$ cat src/rtl/spi_pkg.sv
// Shared SPI definitions used by both the SPI master and the SPI slave.
// Holds the frame state encodings and the command-bit values.
package spi_pkg;

    typedef enum logic [1:0] {
        IDLE  = 2'd0,
        SHIFT = 2'd1,
        HOLD  = 2'd2,
        GAP   = 2'd3
    } spi_state_t;

    localparam logic CMD_READ  = 1'b0;
    localparam logic CMD_WRITE = 1'b1;

endpackage

$ cat src/rtl/spi_clk_div.sv
// Half-period tick generator for the SPI clock.
// half_tick pulses on every CLK_DIV-th enabled cycle; the counter holds at zero while disabled.
module spi_clk_div #(
    parameter int CLK_DIV = 4
) (
    input  logic sclk,
    input  logic rst,
    input  logic en,
    output logic half_tick
);

    localparam int CNT_W = (CLK_DIV < 2) ? 1 : $clog2(CLK_DIV + 1);

    logic [CNT_W-1:0] cnt;

    assign half_tick = en && (cnt == CNT_W'(CLK_DIV - 1));

    always_ff @(posedge sclk or posedge rst) begin
        if (rst) begin
            cnt <= '0;
        end else if (!en || half_tick) begin
            cnt <= '0;
        end else begin
            cnt <= cnt + 1'b1;
        end
    end

endmodule

$ cat src/rtl/spi_master_ctrl.sv
// SPI initiator for the 1-command-bit + DATA_WIDTH-data-bit frame, SPI mode 0.
// Every pin and status output is a register; the comb block computes next values.
module spi_master_ctrl
    import spi_pkg::*;
#(
    parameter int DATA_WIDTH = 8,
    parameter int CLK_DIV    = 4
) (
    input  logic                  sclk,
    input  logic                  rst,
    input  logic                  start,
    input  logic                  rw,
    input  logic [DATA_WIDTH-1:0] tx_data,
    output logic                  busy,
    output logic                  done,
    output logic [DATA_WIDTH-1:0] rx_data,
    output logic                  cs_n,
    output logic                  spi_clk,
    output logic                  mosi,
    input  logic                  miso
);

    localparam int BIT_W = $clog2(DATA_WIDTH + 2);

    spi_state_t            state, state_next;
    logic [BIT_W-1:0]      bit_cnt, bit_cnt_next;
    logic [DATA_WIDTH-1:0] tx_shift, tx_shift_next;
    logic [DATA_WIDTH-1:0] rx_shift, rx_shift_next;
    logic [DATA_WIDTH-1:0] rx_data_next;
    logic                  rw_lat, rw_lat_next;
    logic                  cs_n_next, spi_clk_next, mosi_next, busy_next, done_next;
    logic                  half_tick;

    spi_clk_div #(.CLK_DIV(CLK_DIV)) u_clk_div (
        .sclk      (sclk),
        .rst       (rst),
        .en        (state != IDLE),
        .half_tick (half_tick)
    );

    always_ff @(posedge sclk or posedge rst) begin
        if (rst) begin
            state    <= IDLE;
            bit_cnt  <= '0;
            tx_shift <= '0;
            rx_shift <= '0;
            rx_data  <= '0;
            rw_lat   <= CMD_READ;
            cs_n     <= 1'b1;
            spi_clk  <= 1'b0;
            mosi     <= 1'b0;
            busy     <= 1'b0;
            done     <= 1'b0;
        end else begin
            state    <= state_next;
            bit_cnt  <= bit_cnt_next;
            tx_shift <= tx_shift_next;
            rx_shift <= rx_shift_next;
            rx_data  <= rx_data_next;
            rw_lat   <= rw_lat_next;
            cs_n     <= cs_n_next;
            spi_clk  <= spi_clk_next;
            mosi     <= mosi_next;
            busy     <= busy_next;
            done     <= done_next;
        end
    end

    always_comb begin
        state_next    = state;
        bit_cnt_next  = bit_cnt;
        tx_shift_next = tx_shift;
        rx_shift_next = rx_shift;
        rx_data_next  = rx_data;
        rw_lat_next   = rw_lat;
        cs_n_next     = cs_n;
        spi_clk_next  = spi_clk;
        mosi_next     = mosi;
        busy_next     = busy;
        done_next     = 1'b0;

        unique case (state)
            IDLE: begin
                if (start) begin
                    state_next    = SHIFT;
                    rw_lat_next   = rw;
                    tx_shift_next = tx_data;
                    bit_cnt_next  = '0;
                    cs_n_next     = 1'b0;
                    spi_clk_next  = 1'b0;
                    mosi_next     = rw;
                    busy_next     = 1'b1;
                end
            end
            SHIFT: begin
                if (half_tick && !spi_clk) begin
                    // Rising edge: the command bit's edge carries no read data.
                    spi_clk_next = 1'b1;
                    if (bit_cnt != '0 && rw_lat == CMD_READ) begin
                        rx_shift_next = {rx_shift[DATA_WIDTH-2:0], miso};
                    end
                end else if (half_tick) begin
                    spi_clk_next = 1'b0;
                    if (bit_cnt == BIT_W'(DATA_WIDTH)) begin
                        bit_cnt_next = '0;
                        mosi_next    = 1'b0;
                        state_next   = HOLD;
                    end else begin
                        bit_cnt_next  = bit_cnt + 1'b1;
                        mosi_next     = (rw_lat == CMD_WRITE) ? tx_shift[DATA_WIDTH-1] : 1'b0;
                        tx_shift_next = tx_shift << 1;
                    end
                end
            end
            HOLD: begin
                if (half_tick) begin
                    state_next = GAP;
                    cs_n_next  = 1'b1;
                    mosi_next  = 1'b0;
                    done_next  = 1'b1;
                    if (rw_lat == CMD_READ) begin
                        rx_data_next = rx_shift;
                    end
                end
            end
            GAP: begin
                if (half_tick) begin
                    state_next = IDLE;
                    busy_next  = 1'b0;
                end
            end
            default: state_next = IDLE;
        endcase
    end

endmodule

$ cat config.mk
export PLATFORM = sky130hd
export DESIGN_NAME = spi_master_ctrl
export DESIGN_NICKNAME = d
export VERILOG_FILES = /design/src/rtl/spi_pkg.sv /design/src/rtl/spi_clk_div.sv /design/src/rtl/spi_master_ctrl.sv
export SDC_FILE = /design/constraint.sdc
export NUM_CORES = 1
export LEC_CHECK = 0
export CAP_MARGIN = 15
export CORE_UTILIZATION = 45
export CTS_BUF_LIST = sky130_fd_sc_hd__clkbuf_4 sky130_fd_sc_hd__clkbuf_8 sky130_fd_sc_hd__clkbuf_16
export DETAILED_ROUTE_END_ITERATION = 16
export PLACE_DENSITY = 0.74
export SYNTH_ARGS = -nofsm -noshare
export SYNTH_HDL_FRONTEND = slang
export SYNTH_SLANG_ARGS = --single-unit
$ cat constraint.sdc
create_clock -name sclk -period 4.23 [get_ports sclk]
set_clock_uncertainty 0.05 [all_clocks]
set_input_delay 0.846 -clock sclk [delete_from_list [all_inputs] [get_ports sclk]]
set_output_delay 0.846 -clock sclk [all_outputs]
set_load 0.05 [all_outputs]
==> results.json, run 1 <==
{
  "status": "complete, no violations",
  "synth_common_cells": "dfrtp_1 (38), nand2_1 (14), ha_1 (9), mux2_1 (9)",
  "die_x_um": 65.8,
  "diodes": 0,
  "switching_power_w": 0.000139,
  "setup_violations": 0,
  "grt_usage_pct": 17.9,
  "pwr-share-seq_pct": 49.3,
  "drt-pass1-iter-count": 4,
  "drc": 0,
  "wirelength_um": 3240,
  "finalHoldViolCount": 0,
  "ys_ff_latch": 39,
  "viasPerCell": 5.24,
  "synthTopCellsByArea": "dfrtp_1 (52%), mux2_4 (6.5%), ha_1 (6.1%), mux2_1 (5.5%), mux2i_1 (4.4%)",
  "yosys.area_share.simple_pct": 12.4,
  "wl_per_cell_um": 14.1,
  "yosysWarnings": 0,
  "synth.most_common_cell": "dfrtp_1",
  "clock_latency_ns": 0.29,
  "synth_ff_type": "dfrtp_1",
  "syn_inst": 151,
  "cts.clk_slew.worst_paths_ns": 0.07,
  "io_pins": 26,
  "grt_pass1_vias": 1303,
  "nets": 203,
  "holdWs_ns": 0.415,
  "p_comb_share_pct": 3.6,
  "antenna_found_initial": 0,
  "arrival_ns": 1.64,
  "initial_core_util_pct": 48.6,
  "dpl.hpwl_um": 2340,
  "drive_above_1_share_pct": 14.3,
  "grt_overflow": 0,
  "cts.sinks": 39,
  "postRouteAntennaNets": 0,
  "die-area_um2": 4340,
  "grt_pass1_wl_um": 5750,
  "synthAdderAreaFrac_pct": 6.14,
  "slew_headroom_pct": 49.5,
  "crit_required_ns": 3.33,
  "ctsLongestPathBuffers": 2,
  "syn_area_per_cell_um2": 12.1,
  "switching_share_pct": 18.1,
  "synth_edf_count": 0,
  "clock_power_share_pct": 47.1,
  "crit_chain": "clkdlybuf4s50_1",
  "cpLargestDelayFamily": "buffers and inverters",
  "start_kind": "flip-flop",
  "holdBufCountCts": 0,
  "synthXorXnorAreaFrac_pct": 0,
  "synth-compound-area-share_pct": 7.78,
  "drtIter0Drc": 48,
  "synth_cell_types": 36,
  "slowest_stage": "clkdlybuf4s50_1",
  "ir_drop_v": 0.000172,
  "multi_input_area_um2": 807,
  "leakagePower_nw": 1.13,
  "place.port_buffers": 25,
  "cpPeakStageDelay_ns": 0.80,
  "seq_area_um2": 977,
  "synth_nets": 173,
  "yosysTopAreaCellShare_pct": 51.8,
  "fp.dieH_um": 65.8,
  "cts_buffers": 5,
  "crit_fanout": 3,
  "cts_setup_buffers": 0,
  "cts_resized": 0,
  "fin_tns_setup_ns": 0,
  "worst_hold_path_type": "reg2reg",
  "power.density_nw_per_um2": 335,
  "cp_num_buf_inv": 1,
  "ys_async_sr_fraction_pct": 100,
  "std_cell_rows": 22,
  "tritoncts": "yes",
  "maxSlewViolCount": 0,
  "cp-end-kind": "output port",
  "worst_slew_pin_slew_ns": 0.755,
  "intPower_w": 0.000628,
  "routabilityCongestion": 0.854,
  "cts.htree.levels": 2,
  "ys_seq_area_share_pct": 53.3,
  "cap_violations": 0,
  "area_delta_synth_final_pct": 25.0,
  "core_region_area_um2": 3770,
  "grt_max_degree": 31,
  "fmaxAchievable_ghz": 0.394,
  "worst-setup-path-type": "reg2out",
  "yosysTopAreaCell": "dfrtp_1",
  "synthMuxAreaShare_pct": 17.7,
  "vias": 1206,
  "fin_crit_sh_pct": 59.9,
  "nFillCells": 303,
  "synth_top_family_by_area": "multiplexers",
  "root_buffer": "clkbuf_8",
  "syn_area_um2": 1830,
  "rsz0062_at_grt": "no",
  "finalCriticalPeriod_ns": 2.54
}
cells by family after synthesis:
| kind of cell | Yosys count |
|---|---|
| flops | 39 |
| mux | 27 |
| fa+ha+maj | 9 |
| simple gates | 43 |
| compound gates | 22 |
| buf+inv | 11 |
flip-flops by register name, indices dropped and copies added, names as in the netlist:
| register | cells |
|---|---|
| state | 2 |
| tx_shift | 8 |
| rx_shift | 8 |
| spi_clk | 1 |
| bit_cnt | 4 |
| done | 1 |
| busy | 1 |
| cs_n | 1 |
| u_clk_div.cnt | 3 |
| rw_lat | 1 |
| rx_data | 8 |
| mosi | 1 |
worst paths after layout:
| check | depth (start not counted) | startpoint | slack [ns] | end |
|---|---|---|---|---|
| max | 1 | cs_n$_DFFE_PP1P_ | 1.69 | cs_n |
| min | 1 | u_clk_div.cnt[0]$_DFF_PP0_ | 0.41 | u_clk_div.cnt[0]$_DFF_PP0_ |
| max reg2reg | 6 | state[0]$_DFFE_PP0P_ | 1.75 | rx_data[4]$_DFFE_PP0P_ |
| min reg2reg | 1 | u_clk_div.cnt[0]$_DFF_PP0_ | 0.41 | u_clk_div.cnt[0]$_DFF_PP0_ |
| max in group asynchronous | 4 | rst | 2.56 | tx_shift[6]$_DFFE_PP0P_ |
| min in group asynchronous | 2 | rst | 0.87 | rx_data[3]$_DFFE_PP0P_ |
layout by cell type, fill, tap and decap left out, drive strengths merged:
cell type | synthesis | routed
a22o | 1 | 1
and4b | 1 | 1
mux2 | 19 | 19
nor3 | 3 | 3
inv | 7 | 7
clkdlybuf4s50 | 0 | 25
or3 | 1 | 1
dfstp | 1 | 1
a41o | 1 | 1
nor2 | 6 | 6
nand2 | 14 | 14
and2 | 2 | 2
and2b | 1 | 1
nor2b | 2 | 2
nand3b | 1 | 1
a221oi | 1 | 1
a22oi | 1 | 1
nand4 | 1 | 1
a21oi | 5 | 5
nand2b | 3 | 3
dfrtp | 38 | 38
and3b | 1 | 1
buf | 4 | 2
o21ai | 12 | 12
clkinvlp | 0 | 1
mux2i | 8 | 8
o22ai | 1 | 1
clkbuf | 0 | 5
nor4 | 1 | 1
nor3b | 2 | 2
nand3 | 4 | 4
bufinv | 0 | 2
ha | 9 | 9
power by group through the flow:
| stage | clock, W | combinational (W) | sequential [W] |
|---|---|---|---|
| floorplan | 0 | 0.0000102 | 0.000384 |
| global placement | 0 | 0.0000242 | 0.000385 |
| detailed placement | 0 | 0.0000249 | 0.000385 |
| CTS | 0.000371 | 0.0000250 | 0.000378 |
| global route | 0.000390 | 0.0000305 | 0.000378 |
| finish | 0.000362 | 0.0000274 | 0.000378 |
layer usage:
metal	GRT usage (%)	vias up	wire length [µm]	part of all wire, %
li1	-	589	-	-
met3	6.21	0	95	2.9
met2	31.5	28	1640	51
met5	0	-	0	0
met1	21.0	589	1500	46
met4	3.26	0	0	0
final cells by class:
| type | instances | area share (%) |
|---|---|---|
| Sequential cell | 39 | 42.6 |
| Multi-Input combinational cell | 101 | 35.2 |
| Timing Repair Buffer | 27 | 12.4 |
| Clock buffer | 5 | 3.00 |
| Clock inverter | 3 | 2.95 |
| Tap cell | 48 | 2.62 |
| Inverter | 7 | 1.15 |
through the flow:
step                      util [%]  total power (W)  instance area, µm²  instances  worst slack (ns)
after floorplan                  -         0.000395                1830        151              2.35
after global placement        56.4         0.000409                2130        221              1.83
after detailed placement      56.4         0.000410                2130        221              1.75
after CTS                     60.1         0.000774                2260        229              1.68
after global routing          60.8         0.000799                2290        230              1.54
final                         60.8         0.000767                2290        230              1.69
Power figures use the tool's default switching activity.
==> run 2: changes to the inputs <==
- PLACE_DENSITY: 0.74 -> 0.76
- clock period: 4.23 -> 2.3 ns (I/O delays scaled with it)
==> results.json, run 2 (same netlist as run 1, synthesis figures left out) <==
{
  "fin_tns_setup_ns": 0,
  "grt_usage_pct": 17.7,
  "fin_crit_sh_pct": 93.6,
  "start_kind": "flip-flop",
  "switching_share_pct": 20.3,
  "instances_no_fill": 234,
  "cpPeakStageDelay_ns": 0.80,
  "clock_power_share_pct": 43.3,
  "pwr-share-seq_pct": 53.3,
  "core_region_area_um2": 3770,
  "cts.sinks": 39,
  "viasPerCell": 5.28,
  "final_common_cell": "dfrtp_1",
  "worst_slew_pin_slew_ns": 0.581,
  "power.density_nw_per_um2": 572,
  "antenna_found_initial": 0,
  "final_cell_mix": "dfrtp_1 (38), clkdlybuf4s50_1 (25), nand2_1 (14)",
  "crit_required_ns": 1.79,
  "crit_chain": "clkdlybuf4s50_1",
  "cts_buffers": 5,
  "grt_max_degree": 40,
  "cp-end-kind": "output port",
  "worst_hold_path_type": "reg2reg",
  "switching_power_w": 0.000265,
  "largestRegisters": "rx_data (8), rx_shift (8), tx_shift (8)",
  "die_x_um": 65.8,
  "setup_ws_ns": 0.148,
  "tritoncts": "yes",
  "wl_per_cell_um": 13.9,
  "grt_overflow": 0,
  "dpl.hpwl_um": 2370,
  "finalHoldViolCount": 0,
  "drtIter0Drc": 51,
  "worst-setup-path-type": "reg2out",
  "postRouteAntennaNets": 0,
  "status": "complete, no violations",
  "ir_drop_v": 0.000321,
  "ctsLongestPathBuffers": 2,
  "slowest_stage": "clkdlybuf4s50_1",
  "cap_violations": 0,
  "p_comb_share_pct": 3.4,
  "fp.dieH_um": 65.8,
  "area_delta_synth_final_pct": 24.4,
  "cts_setup_buffers": 0,
  "cts.clk_slew.worst_paths_ns": 0.07,
  "routabilityCongestion": 0.883,
  "drt-pass1-iter-count": 4,
  "rsz0062_at_grt": "no",
  "cpLargestDelayFamily": "buffers and inverters",
  "cp_num_buf_inv": 1,
  "initial_core_util_pct": 48.6,
  "leakagePower_nw": 1.14,
  "diodes": 0,
  "maxSlewViolCount": 0,
  "crit_fanout": 3,
  "setup_violations": 0,
  "place_inst": 226,
  "fmaxAchievable_ghz": 0.465,
  "place.port_buffers": 25,
  "grt_pass1_vias": 1285,
  "vias": 1235,
  "slew_headroom_pct": 61.2,
  "root_buffer": "clkbuf_8",
  "std_cell_rows": 22,
  "nets": 207,
  "finalCriticalPeriod_ns": 2.15,
  "drive_above_1_share_pct": 16.7,
  "cts.htree.levels": 2,
  "arrival_ns": 1.64,
  "io_pins": 26,
  "intPower_w": 0.00104,
  "wirelength_um": 3250,
  "place_ws_ns": 0.0881,
  "nFillCells": 277,
  "grt_pass1_wl_um": 5690,
  "clock_latency_ns": 0.29,
  "drc": 0,
  "die-area_um2": 4340
}
-- run 2: changes by cell type in the layout (fill, tap and decap cells not counted) --
cell and change:
clkinvlp_4 -1, buf_16 -1, clkinv_2 +1, nor2b_2 +1, nor2b_1 -1, clkinv_4 +1, bufinv_16 -1, buf_4 +5
-- run 2: path summary, 6_finish.rpt --
kind	start	end	slack (ns)	cells past startpoint
max	cs_n$_DFFE_PP1P_	cs_n	0.15	1
min	u_clk_div.cnt[0]$_DFF_PP0_	u_clk_div.cnt[0]$_DFF_PP0_	0.40	1
max reg2reg	state[0]$_DFFE_PP0P_	rx_shift[6]$_DFFE_PP0P_	0.28	7
min reg2reg	u_clk_div.cnt[0]$_DFF_PP0_	u_clk_div.cnt[0]$_DFF_PP0_	0.40	1
max in group asynchronous	rst	cs_n$_DFFE_PP1P_	1.32	3
min in group asynchronous	rst	spi_clk$_DFFE_PP0P_	0.53	3
-- run 2: final cells by class --
type / count / area (µm²) / area share [%]
sequential: 39 / 977 / 42.8
multi-input combinational: 101 / 810 / 35.5
timing repair buffer: 31 / 295 / 12.9
clock buffer: 5 / 68.8 / 3.02
tap: 48 / 60.1 / 2.63
clock inverter: 3 / 43.8 / 1.92
inverter: 7 / 26.3 / 1.15
-- run 2: repair_timing --
item / 4_1_cts / 5_1_grt
gates resized for setup: 0 / 1
setup endpoints to repair: 0 / 8
hold buffers: 0 / 0
-- run 2: routing by layer --
layer  global-route usage [%]  part of all wire, %
met1                     21.5                   44
met4                     7.61                  1.5
met5                        0                    0
met3                     4.14                  3.4
met2                     29.7                   51
-- run 2: power by group through the flow --
stage          registers, W  logic [W]  clock network, W
2_1_floorplan      0.000707  0.0000188                 0
3_3_place_gp       0.000708  0.0000448                 0
3_5_place_dp       0.000709  0.0000454                 0
4_1_cts            0.000695  0.0000456          0.000576
5_1_grt            0.000696  0.0000496          0.000608
6_report           0.000695  0.0000444          0.000565
-- run 2: through the flow --
stage / util (%) / total power [W] / instance area [µm²] / hold WS (ns)
after global placement: 57.4 / 0.000753 / 2170 / 0.373
after global routing: 60.5 / 0.00135 / 2280 / 0.426
after floorplan: - / 0.000726 / 1830 / 0.365
final: 60.5 / 0.00130 / 2280 / 0.402
after CTS: 60.4 / 0.00132 / 2280 / 0.411
after detailed placement: 57.4 / 0.000754 / 2170 / 0.398
==> run 3: changes to the inputs <==
- CORE_MARGIN: not set -> 1
- CTS_CLUSTER_SIZE: not set -> 16
- SYNTH_HIERARCHICAL: not set -> 1
==> results.json, run 3 <==
{
  "status": "complete, no violations",
  "synth_cell_types": 34,
  "synth_common_cells": "dfrtp_1 (38), inv_1 (13), nor2_1 (11)",
  "ys_async_sr_fraction_pct": 100,
  "maxSlewViolCount": 0,
  "yosysTopAreaCell": "dfrtp_1",
  "postRouteAntennaNets": 0,
  "grt_overflow": 0,
  "ys_ff_latch": 39,
  "finalHoldViolCount": 0,
  "cts.sinks": 39,
  "largestRegisters": "rx_data (8), rx_shift (8), tx_shift (8)",
  "synth_edf_count": 0,
  "vias": 1283,
  "r2r_slack_ns": 0.12,
  "arrival_ns": 2.30,
  "viasPerCell": 5.26,
  "place.port_buffers": 25,
  "grt_pass1_wl_um": 5690,
  "crit_chain": "inv_1 > ha_2 > inv_1 > and2_2 > buf_4 > nand4b_1 > a21oi_2 > mux2_2",
  "root_buffer": "clkbuf_8",
  "cp_num_buf_inv": 3,
  "cp-endpoint": "state[1]$_DFFE_PP0P_",
  "synth.most_common_cell": "dfrtp_1",
  "io_pins": 26,
  "slew_headroom_pct": 53.1,
  "final_cell_mix": "dfrtp_1 (38), clkdlybuf4s50_1 (25), inv_1 (13)",
  "worst-setup-path-type": "reg2reg",
  "cts.clk_slew.worst_paths_ns": 0.07,
  "grt_max_degree": 37,
  "crit_required_ns": 2.42,
  "std_cell_rows": 23,
  "fin_tns_setup_ns": 0,
  "power.density_nw_per_um2": 557,
  "regToRegEndpoint": "state[1]$_DFFE_PP0P_",
  "holdBufCountCts": 0,
  "antenna_found_initial": 0,
  "cts_buffers": 5,
  "ir_drop_v": 0.000422,
  "startpoint": "state[0]$_DFFE_PP0P_",
  "fin_crit_sh_pct": 95.0,
  "place_ws_ns": 0.0232,
  "crit_fanout": 11,
  "setup_violations": 0,
  "cpLargestDelayFamily": "flip-flops",
  "grt_usage_pct": 17.3,
  "yosysWarnings": 6,
  "instances_no_fill": 244,
  "r2r_cells": 8,
  "diodes": 0,
  "syn_area_um2": 1920,
  "finalCriticalPeriod_ns": 2.18,
  "setup_ws_ns": 0.115,
  "syn_inst": 162,
  "drc": 0,
  "crit-reg2reg-launch": "state[0]$_DFFE_PP0P_",
  "synthTopCellsByArea": "dfrtp_1 (49%), ha_1 (6.5%), mux2_4 (6.2%), mux2_2 (5.9%), mux2i_1 (5.2%)",
  "cap_violations": 0,
  "synth_ff_type": "dfrtp_1",
  "start_kind": "flip-flop",
  "leakagePower_nw": 1.12,
  "yosysTopAreaCellShare_pct": 49.4,
  "worst_hold_path_type": "in2async",
  "core_region_area_um2": 4060,
  "die_x_um": 67.4,
  "grt_pass1_vias": 1255,
  "final_common_cell": "dfrtp_1",
  "synth_nets": 185,
  "cp.depth": 8,
  "place_inst": 235,
  "rsz0062_at_grt": "no",
  "routabilityCongestion": 0.818,
  "tritoncts": "yes",
  "wl_per_cell_um": 14.1,
  "wirelength_um": 3440,
  "drive_above_1_share_pct": 19.6,
  "area_delta_synth_final_pct": 23.1,
  "slowest_stage": "dfrtp_1",
  "fmaxAchievable_ghz": 0.458,
  "initial_core_util_pct": 47.4,
  "ctsLongestPathBuffers": 2,
  "nets": 216,
  "drt-pass1-iter-count": 4,
  "dpl.hpwl_um": 2580,
  "cp-end-kind": "flip-flop",
  "drtIter0Drc": 46,
  "ys_seq_area_share_pct": 50.8,
  "worst_slew_pin_slew_ns": 0.684,
  "cp_common_cell": "inv_1",
  "cpPeakStageDelay_ns": 0.42,
  "cts.htree.levels": 2,
  "fp.dieH_um": 67.4,
  "die-area_um2": 4540,
  "holdWs_ns": 0.314,
  "clock_latency_ns": 0.28,
  "syn_area_per_cell_um2": 11.9
}
run 3: changes by cell type after synthesis, moves of 2 or more:
cell and delta:
o21ai_0 +3, nand3_1 +3, buf_4 -2, inv_1 +7, buf_6 +3, a21oi_1 +5, mux2_2 +8, nand2_1 -7
o21ai_1 -5, nor3_1 -2, mux2_1 -9, mux2i_1 +2, nor2_1 +5
run 3: worst min path at each step:
stage                          startpoint                         end
3_5_place_dp   u_clk_div/cnt[0]$_DFF_PP0_  u_clk_div/cnt[0]$_DFF_PP0_
5_1_grt                               rst  u_clk_div/cnt[1]$_DFF_PP0_
3_3_place_gp   u_clk_div/cnt[0]$_DFF_PP0_  u_clk_div/cnt[0]$_DFF_PP0_
4_1_cts                               rst  u_clk_div/cnt[1]$_DFF_PP0_
2_1_floorplan                         rst  u_clk_div/cnt[0]$_DFF_PP0_
6_report                              rst  u_clk_div/cnt[2]$_DFF_PP0_
run 3: layout make-up:
cell class	count	area [µm²]
clock buffers	6	82.6
clock inverters	2	35.0
fillers	335	1690
inverters	13	48.8
multi-input cells	105	870
flip-flops and latches	39	977
well taps	50	62.6
repair buffers	29	293
run 3: where the power goes:
part	switching, W	total, W	internal [W]
logic	0.0000181	0.0000449	0.0000268
clock network	0.000228	0.000579	0.000351
registers	0.00000470	0.000695	0.000691
total	0.000251	0.00132	0.00107
run 3: timing repair:
item | CTS | global route
resized for setup | 0 | 4
endpoints found under the setup margin | 0 | 25
setup buffers | 0 | 1
run 3: cells by family (layout without fill, tap and decap cells):
kind of cell | after synthesis | in the layout | synth area share, %
AND/OR/NAND/NOR | 42 | 42 | 12.2
flip-flops | 39 | 39 | 50.8
multiplexers | 28 | 28 | 17.3
AO/OA/AOI/OAI | 25 | 25 | 8.45
buffers and inverters | 18 | 50 | 4.75
adder cells (fa/ha/maj) | 10 | 10 | 6.50
run 3: metal layers:
layer  up-vias  part of all wire, %  global-route usage [%]
li1        617                    -                       -
met1       626                   42                    21.4
met2        29                   51                    28.1
met3        11                  3.9                    4.22
met4         0                  2.5                    8.24
met5         -                    0                       0
run 3: metrics by stage:
step	utilization, %	power (W)	cell area, µm²
6_report	58.4	0.00132	2370
5_1_grt	58.4	0.00136	2370
4_1_cts	57.5	0.00133	2330
3_5_place_dp	54.6	0.000755	2220
3_3_place_gp	54.6	0.000753	2220
2_1_floorplan	-	0.000726	1920
